--- config.mk ---
export PLATFORM = sky130hd
export DESIGN_NAME = countdown_ctrl
export DESIGN_NICKNAME = d
export VERILOG_FILES = /design/src/rtl/countdown_pkg.sv /design/src/rtl/countdown_tick_prescaler.sv /design/src/rtl/countdown_ctrl.sv
export SDC_FILE = /design/constraint.sdc
export NUM_CORES = 1
export LEC_CHECK = 0
export ABC_CLOCK_PERIOD_IN_PS = 3690
export BUFFER_PORTS_ARGS = -buffer_cell sky130_fd_sc_hd__buf_2
export CORE_MARGIN = 3
export CORE_UTILIZATION = 50
export CTS_CLUSTER_SIZE = 20
export DETAILED_ROUTE_END_ITERATION = 7
export HOLD_SLACK_MARGIN = 0.08
export PLACE_DENSITY = 0.78
export RECOVER_POWER = 100
export SLEW_MARGIN = 20
export SYNTH_ARGS = -nofsm -noshare
export SYNTH_HDL_FRONTEND = slang
export SYNTH_SLANG_ARGS = --single-unit
--- constraint.sdc ---
create_clock -name clk -period 3.69 [get_ports clk]
set_clock_uncertainty 0.2 [all_clocks]
set_input_delay 0.738 -clock clk [delete_from_list [all_inputs] [get_ports clk]]
set_output_delay 0.738 -clock clk [all_outputs]
set_load 0.02 [all_outputs]
--- src/rtl/countdown_pkg.sv ---
// countdown_pkg: shared state encodings, count limits and BCD helpers
package countdown_pkg;
  typedef enum logic [1:0] {IDLE = 2'd0, RUN = 2'd1, PAUSE = 2'd2, DONE = 2'd3} state_t;
  localparam int MAX_COUNT = 99;
  localparam int DIGIT_W = 4;
  function automatic logic [6:0] clamp(input logic [6:0] v);
    return (v > 7'(MAX_COUNT)) ? 7'(MAX_COUNT) : v;
  endfunction
  function automatic logic [2*DIGIT_W-1:0] to_bcd(input logic [6:0] v);
    logic [3:0] t;
    t = '0;
    for (int i = 1; i < 10; i++) if (v >= 7'(i * 10)) t = 4'(i);
    return {t, 4'(v - 7'(t) * 7'd10)};
  endfunction
endpackage

--- src/rtl/countdown_tick_prescaler.sv ---
// tick_prescaler: free-running step divider with hold and clear
module tick_prescaler #(
  parameter int TICK_DIV = 4
) (
  input  logic clk,
  input  logic reset,
  input  logic en,
  input  logic clr,
  output logic tick
);
  localparam int W = $clog2(TICK_DIV);
  logic [W-1:0] cnt_q, cnt_d;
  assign tick = en && !clr && (cnt_q == W'(TICK_DIV - 1));
  // clear beats enable; wrap to zero on the terminal count
  always_comb cnt_d = clr ? '0 : tick ? '0 : en ? cnt_q + 1'b1 : cnt_q;
  // counter register
  always_ff @(posedge clk or posedge reset)
    if (reset) cnt_q <= '0;
    else cnt_q <= cnt_d;
endmodule

--- src/rtl/countdown_ctrl.sv ---
// countdown_ctrl: load/start/pause sequencer for a two-digit BCD countdown
module countdown_ctrl
  import countdown_pkg::*;
#(
  parameter int TICK_DIV = 100_000_000,
  parameter int DEF_LOAD = 99
) (
  input  logic               clk,
  input  logic               reset,
  input  logic               load,
  input  logic [6:0]         load_val,
  input  logic               start,
  input  logic               pause,
  output logic               tick,
  output logic [DIGIT_W-1:0] tens,
  output logic [DIGIT_W-1:0] ones,
  output logic               running,
  output logic               done
);
  state_t state_q, state_d;
  logic [6:0] reload_q, reload_d;
  logic [2*DIGIT_W-1:0] digits_q, digits_d, dec;
  logic tick_q, en, clr, wrap;
  tick_prescaler #(.TICK_DIV(TICK_DIV)) u_pre (
    .clk(clk), .reset(reset), .en(en), .clr(clr), .tick(wrap)
  );
  assign dec = (digits_q[3:0] == 4'd0) ? {digits_q[7:4] - 4'd1, 4'd9} : {digits_q[7:4], digits_q[3:0] - 4'd1};
  // next state, digits and prescaler control; load outranks start outranks pause
  always_comb begin
    state_d  = state_q;
    reload_d = reload_q;
    digits_d = digits_q;
    en       = 1'b0;
    clr      = 1'b0;
    if (load) begin
      reload_d = clamp(load_val);
      digits_d = to_bcd(clamp(load_val));
      state_d  = IDLE;
      clr      = 1'b1;
    end else begin
      case (state_q)
        IDLE: if (start) begin
          clr     = 1'b1;
          state_d = (digits_q == '0) ? DONE : RUN;
        end
        RUN: if (digits_q == '0) state_d = DONE;
        else if (pause) state_d = PAUSE;
        else begin
          en = 1'b1;
          if (wrap) begin
            digits_d = dec;
            state_d  = (digits_q == 8'h01) ? DONE : RUN;
          end
        end
        PAUSE: if (start) state_d = RUN;
        DONE: if (start) begin
          clr      = 1'b1;
          digits_d = to_bcd(reload_q);
          state_d  = (reload_q == '0) ? DONE : RUN;
        end
        default: state_d = IDLE;
      endcase
    end
  end
  // state, reload value, digits and tick pulse registers
  always_ff @(posedge clk or posedge reset)
    if (reset) begin
      state_q  <= IDLE;
      reload_q <= 7'(DEF_LOAD);
      digits_q <= to_bcd(7'(DEF_LOAD));
      tick_q   <= 1'b0;
    end else begin
      state_q  <= state_d;
      reload_q <= reload_d;
      digits_q <= digits_d;
      tick_q   <= wrap;
    end
  assign tick    = tick_q;
  assign tens    = digits_q[7:4];
  assign ones    = digits_q[3:0];
  assign running = (state_q == RUN);
  assign done    = (state_q == DONE);
endmodule
Word level (Yosys, flattened, before mapping)
Cells that the tools add are included.
{"block": "totals", "regBits": 45, "latchBits": 0, "ram_bits": 0, "rom_bits": 0, "inputBits": 12, "out_inout_bits": 11, "elab_cells": 109, "mem_count": 0}
{"block": "op_classes", "add_sub_neg": 5, "multipliers": 2, "n_div": 0, "n_lt_le_gt_ge": 19, "n_eq_ne": 13, "shift": 0, "mux": 51, "n_bitwise": 0, "n_reduce_logical": 13}
{"op": "$mux 27", "n": 3}
{"op": "$mux 4", "n": 20}
{"op": "$mux 8", "n": 6}
{"op": "$ge 7x6->1 const B", "n": 6}
{"op": "$ge 7x7->1 const B", "n": 6}
{"op": "$ge 7x5->1 const B", "n": 4}
{"op": "$add 27x1->27 const B", "n": 1}
{"op": "$eq 27x27->1 const B", "n": 1}
{"op": "$mux 2", "n": 10}
{"op": "$pmux 8 s2", "n": 1}
{"op": "$ne 3x3->1 const B", "n": 5}
{"op": "$ge 7x4->1 const B", "n": 2}
{"op": "$mux 1", "n": 9}
{"op": "$eq 8x1->1 const B", "n": 1}
{"op": "$logic_not 8->1", "n": 1}
{"op": "$mul 4x3->3 const B", "n": 2}
{"op": "$pmux 2 s4", "n": 1}
{"op": "$sub 4x1->4 const B", "n": 2}
{"op": "$sub 4x4->4", "n": 2}
{"op": "$gt 7x7->1 const B", "n": 1}
{"op": "$logic_not 7->1", "n": 1}
{"op": "$mux 7", "n": 1}
{"op": "$ne 3x2->1 const B", "n": 2}
{"op": "$reduce_and 6->1", "n": 1}
{"op": "11 further kinds", "n": 14}

Longest topological paths before layout
Gate-level depths: netlist of the first run.
{"block": "logic_depth", "ltp_word": 18, "ltp_mapped": 12}

By module
From an unflattened synthesis of the first run, not the netlist that was laid out.
{"block": "unflattened", "cells_unflattened": 392, "area_unflattened_um2": 3354.5}
{"mod": "countdown_ctrl", "n_inst": 1, "cells_each": 218, "area_per_inst_um2": 1740.4}
{"mod": "tick_prescaler", "n_inst": 1, "cells_each": 174, "area_per_inst_um2": 1614.0}

Least setup slack after synthesis of the first run
No wires, ideal clock.
{"block": "synth_path", "kind": "input-to-reg", "from": "input load_val[6]", "to": "register digits_q[3]", "setup_ps": 98, "arrival_ps": 2597, "setup_slack_ps": 794, "path_stages": 10, "path_buffers": 1, "cell_sequence": "clkbuf_1 nand2b_1 a32o_1 a21oi_1 o22a_1 ha_1 fa_1 xor2_1 xnor2_1 a221oi_1"}
{"block": "synth_via", "elab_chain_len": 16, "word_cells_on_any_way": 24}
{"item": "from (decl)", "line": "countdown_ctrl.sv:11", "rtl": "input logic [6:0] load_val,"}
{"item": "$gt 7x7->1", "line": "countdown_pkg.sv:7", "rtl": "return (v > 7'(MAX_COUNT)) ? 7'(MAX_COUNT) : v;"}
{"item": "$mux 7 (*)", "line": "countdown_pkg.sv:7"}
{"item": "$ge 7x4->1", "line": "countdown_pkg.sv:12", "rtl": "for (int i = 1; i < 10; i++) if (v >= 7'(i * 10)) t = 4'(i);"}
{"item": "$mux 1", "line": "countdown_pkg.sv:12"}
{"item": "$mux 4 (8 in series)", "line": "countdown_pkg.sv:12"}
{"item": "$mux 4", "line": "countdown_ctrl.sv:35", "rtl": "if (load) begin"}
{"item": "$mul 4x3->3", "line": "countdown_pkg.sv:13", "rtl": "return {t, 4'(v - 7'(t) * 7'd10)};"}
{"item": "$sub 4x4->4 (*)", "line": "countdown_pkg.sv:13"}
{"item": "$mux 8 (*)", "line": "countdown_ctrl.sv:35"}
{"item": "to (signal assigned)", "line": "countdown_ctrl.sv:70", "rtl": "digits_q <= to_bcd(7'(DEF_LOAD));"}
{"item": "to (signal assigned)", "line": "countdown_ctrl.sv:75", "rtl": "digits_q <= digits_d;"}
{"item": "to (decl)", "line": "countdown_ctrl.sv:22", "rtl": "logic [2*DIGIT_W-1:0] digits_q, digits_d, dec;"}
Every way passes the cells marked *; elsewhere a longest branch is shown, timed or not. The select of a mux whose other input is x is not followed.
A chain may end at the register's enable or synchronous reset.

Worst setup path after layout of the first run
{"block": "layout_path", "from": "input load", "to": "register u_pre.cnt_q[16]"}
{"block": "layout_via", "elab_chain_len": 6, "word_cells_on_any_way": 8}
{"item": "from (decl)", "line": "countdown_ctrl.sv:10", "rtl": "input logic load,"}
{"item": "$mux 1", "line": "countdown_ctrl.sv:35"}
{"item": "$logic_not 1->1", "line": "countdown_tick_prescaler.sv:13", "rtl": "assign tick = en && !clr && (cnt_q == W'(TICK_DIV - 1));"}
{"item": "$logic_and 1x1->1 (2 in series)", "line": "countdown_tick_prescaler.sv:13"}
{"item": "$mux 27 (2 in series)", "line": "countdown_tick_prescaler.sv:15", "rtl": "always_comb cnt_d = clr ? '0 : tick ? '0 : en ? cnt_q + 1'b1 : cnt_q;"}
{"item": "to (signal assigned)", "line": "countdown_tick_prescaler.sv:19", "rtl": "else cnt_q <= cnt_d;"}
{"item": "to (decl)", "line": "countdown_tick_prescaler.sv:12", "rtl": "logic [W-1:0] cnt_q, cnt_d;"}
Parallel ways exist; a longest one is shown, timed or not.

==> summary by stage, run 1 <==
Clock tree
TritonCTS built the clock tree. In this run the deepest clock path goes through 2 buffers. Hold repair after CTS inserted 0 buffers.

The cell at the root of the clock tree is sky130_fd_sc_hd__clkbuf_8. The later pin in the worst-skew pair is clocked with a latency of ~0.31 ns. The H-tree depth reported by CTS is 2. After clock tree synthesis, the repair step resized 0 gates.

The buffers inserted during post-CTS setup optimization is 0. The TritonCTS buffer count is 5. The TritonCTS sink count is 45. After clock tree synthesis, the clock-pin slew on the worst setup and hold paths is about 0.09 ns.

Worst setup path
The worst setup path is captured at a flip-flop. The destination of the worst register-to-register timing path is u_pre.cnt_q[16]. The flop-to-flop setup slack is around 0.54 ns. Among cell families on the critical path, the largest total delay comes from buffers and inverters. The startpoint type of the worst setup path is an input pin.

The signal on the critical path passes through clkbuf_1 > inv_1 > and2_0 > nand3_1 > nor2_1 > buf_4 > a21o_1 > a21o_1. The highest-delay cell along the critical path is sky130_fd_sc_hd__clkbuf_1. The launch instance of the worst register-to-register path is u_pre.cnt_q[9]. The data arrival at the endpoint of the critical path is 3.17 ns. The critical path's most frequent cell is sky130_fd_sc_hd__a21o_1. The classification of the worst setup path is input pin to flip-flop. STA puts the critical path data required time at approximately 3.7 ns. The depth of the worst register-to-register path is 7. The maximum cell stage delay along the critical path is roughly 0.73 ns. Along the worst path, the maximum fanout reaches 25. Counting both buffers and inverters, the worst setup path holds a total of 3.

Route
After detailed routing, the average wire length per cell comes to 15.7 um. The average vias per placed instance is 6.16. In the routed design, unresolved DRC markers number 0. Summing over every cut layer, the via total after detailed routing is between 2,000 and 3,000. The number of nets with antenna violations after routing is 0.

The total length of routed wires is 7580 um. The detailed-router iteration count before antenna repair is 5. The DRC violation total after the first TritonRoute iteration is between 200 and 300.

STA
Summed over all failing endpoints, the final setup total negative slack is 0 ns. Dividing the final minimum period by the clock period gives a little under nine tenths. At the pin with the least slew margin, the transition time is around 1.7 ns. Final hold analysis gives a worst-case slack of 0.288 ns. The shortest clock period the worst path allows after layout is 3.17 ns. The max-slew violation count is between 40 and 50.

Setup repair after global routing left no endpoint under its margin. The worst pin sits at a relative slew slack of -14.4%. Derived from the worst setup path, the maximum achievable clock frequency is 316 MHz. The final hold violation count was 0.

The total setup violations reported at the end of the flow is 0.

Placement
The placed cell count is ~470. The count of buffers added on input and output ports is 22. The last weighted congestion value of the routability-driven placer is around 0.92. The detailed placement HPWL is 5430 um.

Finish
For this run, the number of standard cells in the final layout without fillers is a little under 500. The repair_antennas step left the layout with diodes totalling 0. The library cell used most frequently in the layout, excluding fill and tap cells, is sky130_fd_sc_hd__o21ai_0. In the final layout, flip-flops and latches occupy approximately 0.0011 mm2.

The net count of the finished layout is 427. Cells with a size suffix above 1 make up about a tenth of the layout. In the layout the commonest cells are sky130_fd_sc_hd__o21ai_0 (49), sky130_fd_sc_hd__nand2_1 (44), sky130_fd_sc_hd__dfrtp_1 (37). The synthesis-to-finish area growth is 4.52%.

The number of fillers in the final layout is roughly 540. Measured on the finished design, the core utilization comes to 56.1%. The multi-input combinational cells in the finished layout cover a total of ~0.0019 mm2.

Synth
After synthesis, the share of flip-flops with an asynchronous set or reset is 100%. The share of the synthesized area in the top cell type is 28.1%. The synthesized net count is between 400 and 500. The synthesized netlist occupies a cell area of approximately 0.0033 mm2. The number of warnings printed during yosys synthesis is 0. Among all flip-flop cells after synthesis, the most frequent one is sky130_fd_sc_hd__dfrtp_1. Ranked by total cell area, the synthesized netlist is headed by sky130_fd_sc_hd__dfrtp_1 (28%), sky130_fd_sc_hd__o21ai_0 (7.3%), sky130_fd_sc_hd__dfstp_2 (6.4%), sky130_fd_sc_hd__nand2_1 (5.0%), sky130_fd_sc_hd__ha_1 (3.0%). Yosys mapped the design onto between 70 and 80 distinct sky130hd cell types. Sequential cells were found to cover about a third of the synthesized design area. The cell taking the most area after synthesis is sky130_fd_sc_hd__dfrtp_1.

The average footprint of a synthesized cell is around 8.3 um2. The number of flops mapped to enable cells by yosys is 0. The synthesized design contains 45 register bits.

The number of standard cells after synthesis is between 300 and 400.

Floorplan
23 I/O pins were placed. The total area inside the core boundary comes to just over 0.006 mm2. The initial utilization of the core area, before any placement, comes to between 50% and 60%. The die height is about 87 um. The die covers 0.00759 mm2. The site row count is 28. The die extent in x is just under 90 um.

Worst hold path
The path with the worst hold slack has its endpoint at reload_q[0]. The startpoint identified for the worst hold timing path is reload_q[0]. The number of instances on the worst hold path is 2. The path class of the tightest hold or removal check is flip-flop to flip-flop.

Outcome
The checks that failed: capacitance limit, slew limit. The run finished, with violations left.

Power and ir drop
The combinational cell fraction of total power is 38.4%. The worst supply voltage drop on vdd is between 0.4 and 0.5 mV. The sum of internal, switching and leakage power is about 1600 uW. The clock network power share is around 20%. The design internal power is 926 uW. The power spent charging and discharging nets is roughly 640 uW. For this design the static power due to leakage is about 0.0014 uW. In this run switching power makes up between 40% and 50% of total power.

For this design the ratio of total power to cell area is between 400 and 500 mW/mm2. The sequential cell fraction of total power is 41.4%.

Global route
For met3 alone, demand over resource in global routing was ~4.5%. The most heavily used metal layer in global routing is met2. After global routing the overflow that remains totals 0.

The number of antenna violations at the first check in global routing is 0. The number of global-route vias before repair is 2,788. In the global route stage, met2 resource usage came out at roughly a third.

For this run, global-route usage on met1 was measured as around a third. For this run, the total global-route usage over all layers was measured as 21.7%. The pin count of the biggest net entering global routing is 46.

The first global-routing pass estimated around 13,000 um of wire.

Run
The max-capacitance violation count is 1.
[kinds of logic after synthesis]
family / count (synthesis) / synth area share (%)
buffers and inverters: 44 / 6.27
and+or+nand+nor: 164 / 26.6
muxes: 7 / 2.20
adders and majority gates: 11 / 4.56
DFF: 45 / 34.5
xor gates and xnor gates: 10 / 2.66
AOI/OAI and AO/OA: 118 / 23.1
[power by group through the flow]
stage	Clock, uW	Combinational [uW]	Sequential (uW)
after global routing	348	670	659
after global placement	0	599	651
after CTS	325	614	646
after floorplan	0	443	671
final	317	601	648
after detailed placement	0	610	655
[worst min-delay path: cells and delay by family (launching register included)]
family          cells  cell delay [ns]
compound gates      1             0.06
flops               1             0.38
buf+inv             1             0.05
[how the worst max path moves through the flow]
stage                       to  cells after the start   startpoint  slack (ns)
2_1_floorplan      digits_q[3]                     10  load_val[6]        0.79
4_1_cts            digits_q[2]                     11  reload_q[4]        0.71
3_5_place_dp       digits_q[3]                     10  load_val[4]        0.66
5_1_grt        u_pre.cnt_q[16]                      8         load        0.33
6_report       u_pre.cnt_q[16]                      8         load        0.52
3_3_place_gp       digits_q[3]                     10  load_val[4]        0.74
[metrics by stage]
step,setup WS (ns),area (um2)
floorplan,0.794,3290
global placement,0.738,3380
detailed placement,0.664,3380
CTS,0.715,3470
global route,0.332,3440
finish,0.521,3440
[layout make-up]
type	count	share of cell area, %
Clock buffer	5	2.00
Clock inverter	3	0.618
Timing Repair Buffer	24	3.20
Sequential cell	45	33.0
Multi-Input combinational cell	310	56.4
Inverter	19	2.07
Tap cell	75	2.73
[sequential cells by signal, indices dropped and copies added, names as in the netlist]
register / count
digits_q: 8
reload_q: 7
state_q: 2
tick: 1
u_pre.cnt_q: 27
[synthesized netlist by cell type, types with 5 or more instances]
cell                       count
sky130_fd_sc_hd__or3_1         5
sky130_fd_sc_hd__dfrtp_1      37
sky130_fd_sc_hd__clkbuf_1     16
sky130_fd_sc_hd__ha_1          8
sky130_fd_sc_hd__dfstp_2       8
sky130_fd_sc_hd__mux2i_1       5
sky130_fd_sc_hd__xor2_1        5
sky130_fd_sc_hd__a31oi_1       9
sky130_fd_sc_hd__nor2b_1       8
sky130_fd_sc_hd__nand2_1      44
sky130_fd_sc_hd__nor3_1       18
sky130_fd_sc_hd__nand3_1      20
sky130_fd_sc_hd__a21o_1        5
sky130_fd_sc_hd__nor2_1       21
sky130_fd_sc_hd__a21oi_1      14
sky130_fd_sc_hd__o21ai_0      48
sky130_fd_sc_hd__nor4_1        9
sky130_fd_sc_hd__inv_1        19
sky130_fd_sc_hd__xnor2_1       5
[metal layers]
layer  share of wire, %  wire [um]  up-vias
met5                  0          0        -
met4               0.98         74        0
met3                5.8        437        9
met2                 45       3380       88
met1                 49       3680     1395
li1                   -          -     1472
No activity file was read; power rests on OpenSTA's default activity.
==> run 2, diff against run 1 <==
CORE_UTILIZATION = 35   (was 50)
PLACE_DENSITY = 0.61   (was 0.78)
==> summary by stage, run 2 (synthesized netlist as in run 1, its figures left out) <==
STA
The shortest clock period the worst path allows after layout is 3.16 ns (-0.0112 ns). The portion of the clock cycle consumed by the worst path in the final layout came to 85.6% (-0.30 points). The slew at the pin closest to its max-slew limit is 1.77 ns (+0.0533 ns). The max-slew violation count is 46 (unchanged).

Setup repair after global routing left no endpoint under its margin. The worst hold-check slack is 0.300 ns (+0.0122 ns). The setup TNS after final layout is 0 ns (unchanged). The total setup violations reported at the end of the flow is 0 (unchanged).

The final hold violation count was 0 (unchanged). The highest achievable clock rate was 317 MHz (+0.36%). The worst-case headroom to the max-slew limit was -18.0% (-3.6 points).

Finish
The count of inserted antenna diode cells is 0 (unchanged). The area taken by flip-flops and latches is 0.00114 mm2 (unchanged). The net count of the finished layout is 429 (+0.47%). The final standard cell utilization of the core came to 39.0% (-17 points).

Leaving out fill and tap cells, the most frequent cell in the layout is sky130_fd_sc_hd__o21ai_0. The flip-flop count of the largest register, all copies and words added is 27 (unchanged). In the layout the commonest cells are sky130_fd_sc_hd__o21ai_0 (49), sky130_fd_sc_hd__nand2_1 (45), sky130_fd_sc_hd__dfrtp_1 (37).

The largest registers in the layout are u_pre.cnt_q: 27 flops, digits_q: 8 flops, reload_q: 7 flops. The number of fillers in the final layout came to 940 (+73%). The share of post-route cells with drive strength above 1 came to 10.5% (-0.052 points).

The synthesis-to-finish area growth is 5.85%. The register with the most flip-flops in the final layout is u_pre.cnt_q. The number of standard cells in the final layout excluding fillers came to 516 (+7.3%).

The area occupied by multi-input gates is 0.00194 mm2 (-0.19%).

Placement
The placed cell count was 508 (+7.4%). The last weighted congestion value of the routability-driven placer came to 0.801 (-13%). The count of buffers from port buffering came to 22 (unchanged). The detailed placement HPWL came to 5700 um (+5.0%).

Outcome
The flow ran to the end, but the final reports show violations. The final reports fail on capacitance limit, slew limit.

Global route
The global-route wire length before repair came to 13,200 um (-0.67%). The number of global-route vias before repair is 2,751 (-1.3%). The global-route congestion overflow total is 0 (unchanged). The global-route track usage on met1 is 20.8% (-11 points). The met2 usage is 26.1% (-6.8 points). The fraction of met3 tracks used by global routing is 2.64% (-1.9 points).

The number of antenna violations at the first check in global routing is 0 (unchanged). The most heavily used metal layer in global routing is met2. The pin count of the biggest net entering global routing is 46 (unchanged). The combined global-route utilization of all metal layers is 15.5% (-6.3 points).

Clock tree
The clock-pin slew on the worst setup and hold paths is 0.10 ns (about the same). The TritonCTS buffer count is 5 (unchanged). The clock insertion delay at the later pin of the skew report is 0.30 ns (about the same).

The buffers inserted during post-CTS setup optimization came to 0 (unchanged). The H-tree depth reported by CTS came to 2 (unchanged). The number of gates resized after cts is 0 (unchanged). The TritonCTS sink count was 45 (unchanged). The cell at the root of the clock tree is sky130_fd_sc_hd__clkbuf_8. The clock tree from TritonCTS is done. The maximum clock path buffer count is 2 (unchanged). The hold-fix buffer count after cts is 0 (unchanged).

Route
The number of nets with antenna violations after routing is 0 (unchanged). The final routed wire length divided by cell count is 15.3 um (-2.6%). The average vias per placed instance is 5.78 (-6.1%). The DRC violation total after the first TritonRoute iteration came to 129 (-50%). The total length of routed wires is 7910 um (+4.4%). The final routed DRC violation total is 0 (unchanged). The count of vias placed by the detailed router came to 2,985 (+0.71%). The detailed-router iteration count before antenna repair was 4 (-1).

Worst setup path
The classification of the worst setup path is flip-flop to flip-flop. The startpoint type of the worst setup path is a flip-flop. The data required time at the worst endpoint is 3.67 ns (-0.02 ns).

The data arrival at the endpoint of the critical path was 3.14 ns (-0.03 ns). STA classifies the critical path endpoint as a flip-flop. The maximum fanout along the worst path is 20 (-20%).

Floorplan
The number of ports placed on the die boundary is 23 (unchanged). The die extent in x is 103 um (+18%). The site row count is 34 (+21%). The effective utilization at floorplan is 36.8% (-17 points).

The area of the core region is 0.00893 mm2 (+46%). The full die area came to 0.0106 mm2 (+40%). The die height came to 103 um (+18%).

Power and ir drop
The power density over the cells is 447 mW/mm2 (-1.9%). The worst supply voltage drop on vdd was 0.347 mV (-20%). The leakage power of the design is 0.00136 uW (+0.36%). The sum of internal, switching and leakage power is 1560 uW (-0.64%).

Worst hold path
In this run the worst hold path is classified as flip-flop to flip-flop.

Run
The max-capacitance violation count came to 1 (unchanged).
[run 2: layout make-up]
| type | count | share of cell area, % |
|---|---|---|
| clock inverters | 3 | 0.503 |
| multi-input cells | 310 | 55.5 |
| repair buffers | 26 | 3.45 |
| clock buffers | 5 | 1.97 |
| inverters | 19 | 2.05 |
| flip-flops and latches | 45 | 32.6 |
| well taps | 108 | 3.88 |
[run 2: routing by layer]
metal / routed length (um) / vias up
li1: - / 1479
met1: 3850 / 1446
met2: 3720 / 54
met3: 279 / 6
met4: 57 / 0
met5: 0 / -
[run 2: stage by stage]
stage	setup slack, ns	area (um2)
after detailed placement	0.586	3430
final	0.532	3480
after CTS	0.743	3520
after floorplan	0.794	3290
after global placement	0.698	3430
after global routing	0.313	3480
[run 2: where the power goes]
part | leakage (uW) | internal (uW) | switching, uW | total, uW
Clock | 0.0000439 | 131 | 181 | 312
Sequential | 0.000588 | 561 | 83.9 | 645
Combinational | 0.000732 | 229 | 370 | 599
Total | 0.00136 | 921 | 635 | 1560
[run 2: path summary, 6_finish.rpt]
path	end	depth (start not counted)	from	slack [ns]
max	u_pre.cnt_q[23]	6	digits_q[0]	0.53
min	reload_q[0]	2	reload_q[0]	0.30
max reg2reg	u_pre.cnt_q[23]	6	digits_q[0]	0.53
min reg2reg	reload_q[0]	2	reload_q[0]	0.30
max in group asynchronous	digits_q[6]	2	reset	1.47
min in group asynchronous	u_pre.cnt_q[13]	2	reset	0.80
[run 2: critical path: stages (launching register included)]
cell and delay [ns]:
sky130_fd_sc_hd__dfstp_1 0.45, sky130_fd_sc_hd__or4_1 0.68, sky130_fd_sc_hd__or2_2 0.39, sky130_fd_sc_hd__nand2_1 0.14
sky130_fd_sc_hd__and2_0 0.85, sky130_fd_sc_hd__o21ai_0 0.22, sky130_fd_sc_hd__o41ai_1 0.11
==> run 3, diff against run 2 <==
ABC_CLOCK_PERIOD_IN_PS = 2690   (was 3690)
PLACE_DENSITY = 0.63   (was 0.61)
clock period = 2.69 ns   (was 3.69 ns; I/O delays follow)
==> summary by stage, run 3 (synthesized netlist as in run 1, its figures left out) <==
Floorplan
The number of ports placed on the die boundary is 23 (unchanged). The die height is 103 um (unchanged). The full die area is 0.0106 mm2 (unchanged). The area of the core region is 0.00893 mm2 (unchanged).

The die extent in x is 103 um (unchanged). The site row count was 34 (unchanged). The effective utilization at floorplan is 36.8% (unchanged).

Clock tree
The cell at the root of the clock tree is sky130_fd_sc_hd__clkbuf_8. The clock-pin slew on the worst setup and hold paths was 0.08 ns (-0.02 ns). The TritonCTS sink count is 45 (unchanged). The maximum clock path buffer count is 2 (unchanged).

The clock insertion delay at the later pin of the skew report is 0.30 ns (about the same). The clock tree from TritonCTS is done. The TritonCTS buffer count is 5 (unchanged). The hold-fix buffer count after cts is 0 (unchanged). The H-tree depth reported by CTS is 2 (unchanged).

Worst hold path
The tightest min-delay check is of the flip-flop to flip-flop type.

Route
The count of vias placed by the detailed router is 3,100 (+3.9%). The wire length on met2 came to 3910 um (+5.1%). The total length of routed wires is 8180 um (+3.4%). The wire length on met3 was 305 um (+9.3%). The final routed wire length divided by cell count is 14.8 um (-3.7%). The average vias per placed instance came to 5.60 (-3.3%). The routed metal-1 wire length is 3940 um (+2.2%). In this run the top signal layer used is met4. The final routed DRC violation total is 0 (unchanged). The DRC violation total after the first TritonRoute iteration came to 118 (-8.5%). The detailed-router iteration count before antenna repair is 4 (unchanged). The number of nets with antenna violations after routing came to 0 (unchanged).

Placement
The count of buffers from port buffering is 22 (unchanged). The detailed placement HPWL is 5910 um (+3.8%). The placed cell count is 542 (+6.7%). The last weighted congestion value of the routability-driven placer is 0.890 (+11%).

STA
The slew at the pin closest to its max-slew limit is 1.17 ns (-0.602 ns). The final hold violation count is 0 (unchanged). The total setup violations reported at the end of the flow is 0 (unchanged). The portion of the clock cycle consumed by the worst path in the final layout is 96.4% (+11 points). The worst-case headroom to the max-slew limit is 22.3% (+40 points). The max-slew violation count is 0 (-100%).

Setup repair after global routing could not meet its margin everywhere. The highest achievable clock rate is 385 MHz (+22%). The setup TNS after final layout is 0 ns (unchanged). The shortest clock period the worst path allows after layout is 2.59 ns (-0.564 ns). The worst hold-check slack was 0.289 ns (-0.0111 ns).

Finish
The flip-flop count of the largest register, all copies and words added came to 27 (unchanged). In the final layout, the registers with the most flip-flops are u_pre.cnt_q: 27 flops, digits_q: 8 flops, reload_q: 7 flops. The area occupied by multi-input gates is 0.00202 mm2 (+4.1%). The synthesis-to-finish area growth is 18.7%. The count of inserted antenna diode cells is 0 (unchanged). The top cell types in the final layout, fill and taps aside, are sky130_fd_sc_hd__o21ai_0 (45), sky130_fd_sc_hd__nand2_1 (44), sky130_fd_sc_hd__dfrtp_1 (36), sky130_fd_sc_hd__buf_4 (36), sky130_fd_sc_hd__nor2_1 (21). The register with the most flip-flops in the final layout is u_pre.cnt_q.

The area taken by flip-flops and latches came to 0.00114 mm2 (+0.11%). The net count of the finished layout was 467 (+8.9%). The number of fillers in the final layout is 884 (-6.0%).

The share of post-route cells with drive strength above 1 was 22.4% (+12 points). The most frequent standard cell in the layout excluding fill and tap cells is sky130_fd_sc_hd__o21ai_0. The number of standard cells in the final layout excluding fillers came to 554 (+7.4%).

Power and ir drop
The power density over the cells is 617 mW/mm2 (+38%). The worst supply voltage drop on vdd is 0.554 mV (+60%). The sum of internal, switching and leakage power was 2410 uW (+55%). The leakage power of the design is 0.00160 uW (+17%).

Worst setup path
STA classifies the critical path endpoint as a flip-flop. The maximum fanout along the worst path is 7 (-65%). The classification of the worst setup path is flip-flop to flip-flop. The data arrival at the endpoint of the critical path is 2.58 ns (-0.56 ns). The data required time at the worst endpoint is 2.68 ns (-0.99 ns). The worst setup path is launched from a flip-flop.

Global route
The number of global-route vias before repair came to 2,941 (+6.9%). The global-route congestion overflow total is 0 (unchanged). The number of antenna violations at the first check in global routing was 0 (unchanged). The combined global-route utilization of all metal layers came to 16.1% (+0.63 points). The pin count of the biggest net entering global routing came to 46 (unchanged). The global-route wire length before repair came to 13,800 um (+4.6%).

Outcome
The flow ran to the end, and the final reports show no timing, DRC or antenna violations.

Run
The max-capacitance violation count was 0 (-1).
-- run 3: cell types whose count changed in the layout (fill, tap and decap cells not counted), sizes merged --
cell	previous run	this run
clkbuf	17	19
clkinv	2	0
bufinv	0	1
buf	14	52
clkinvlp	1	0
-- run 3: final timing paths --
check | startpoint | end | slack (ns) | depth (start not counted)
setup / recovery | reload_q[2] | digits_q[2] | 0.1 | 9
hold / removal | reload_q[0] | reload_q[0] | 0.29 | 2
setup reg to reg | reload_q[2] | digits_q[2] | 0.1 | 9
hold reg to reg | reload_q[0] | reload_q[0] | 0.29 | 2
max in group asynchronous | reset | u_pre.cnt_q[12] | 1.10 | 3
min in group asynchronous | reset | u_pre.cnt_q[24] | 0.41 | 3
-- run 3: timing repair --
| action | in CTS | in global routing |
|---|---|---|
| setup endpoints to repair | 0 | 8 |
| resized for setup | 0 | 23 |
| buffers inserted | 0 | 4 |
-- run 3: power breakdown --
| group | internal [uW] | switching (uW) |
|---|---|---|
| clock network | 303 | 234 |
| logic | 422 | 581 |
| registers | 774 | 98.7 |
-- run 3: metrics by stage --
step | worst slack (ns) | instance area, um2 | utilization (%)
floorplan | -0.0000859 | 3300 | -
global placement | 0.0184 | 3710 | 41.6
finish | 0.0956 | 3910 | 43.8
global route | -0.00786 | 3910 | 43.8
detailed placement | -0.0476 | 3710 | 41.6
CTS | 0.00176 | 3830 | 42.9
-- run 3: area by class of cell --
| cell class | instances | share of cell area (%) |
|---|---|---|
| clock buffer | 7 | 2.21 |
| clock inverter | 1 | 0.768 |
| inverter | 19 | 1.82 |
| multi-input combinational | 310 | 51.6 |
| sequential | 45 | 29.1 |
| tap | 108 | 3.46 |
| timing repair buffer | 64 | 11.1 |
-- run 3: metal layers --
layer  global-route usage [%]  vias to the layer above
li1                         -                     1554
met1                     22.3                     1474
met2                     26.0                       67
met3                     3.11                        5
met4                     3.49                        0
met5                        0                        -
-- run 3: critical path, stage by stage (launching register included) --
cell and delay (ns):
sky130_fd_sc_hd__dfrtp_1 0.47, sky130_fd_sc_hd__o311ai_1 0.33, sky130_fd_sc_hd__o311a_1 0.24, sky130_fd_sc_hd__nor2b_1 0.06
sky130_fd_sc_hd__ha_2 0.18, sky130_fd_sc_hd__fa_2 0.52, sky130_fd_sc_hd__nand2_1 0.06, sky130_fd_sc_hd__o311ai_2 0.08
sky130_fd_sc_hd__o21ai_1 0.09, sky130_fd_sc_hd__mux2_2 0.26
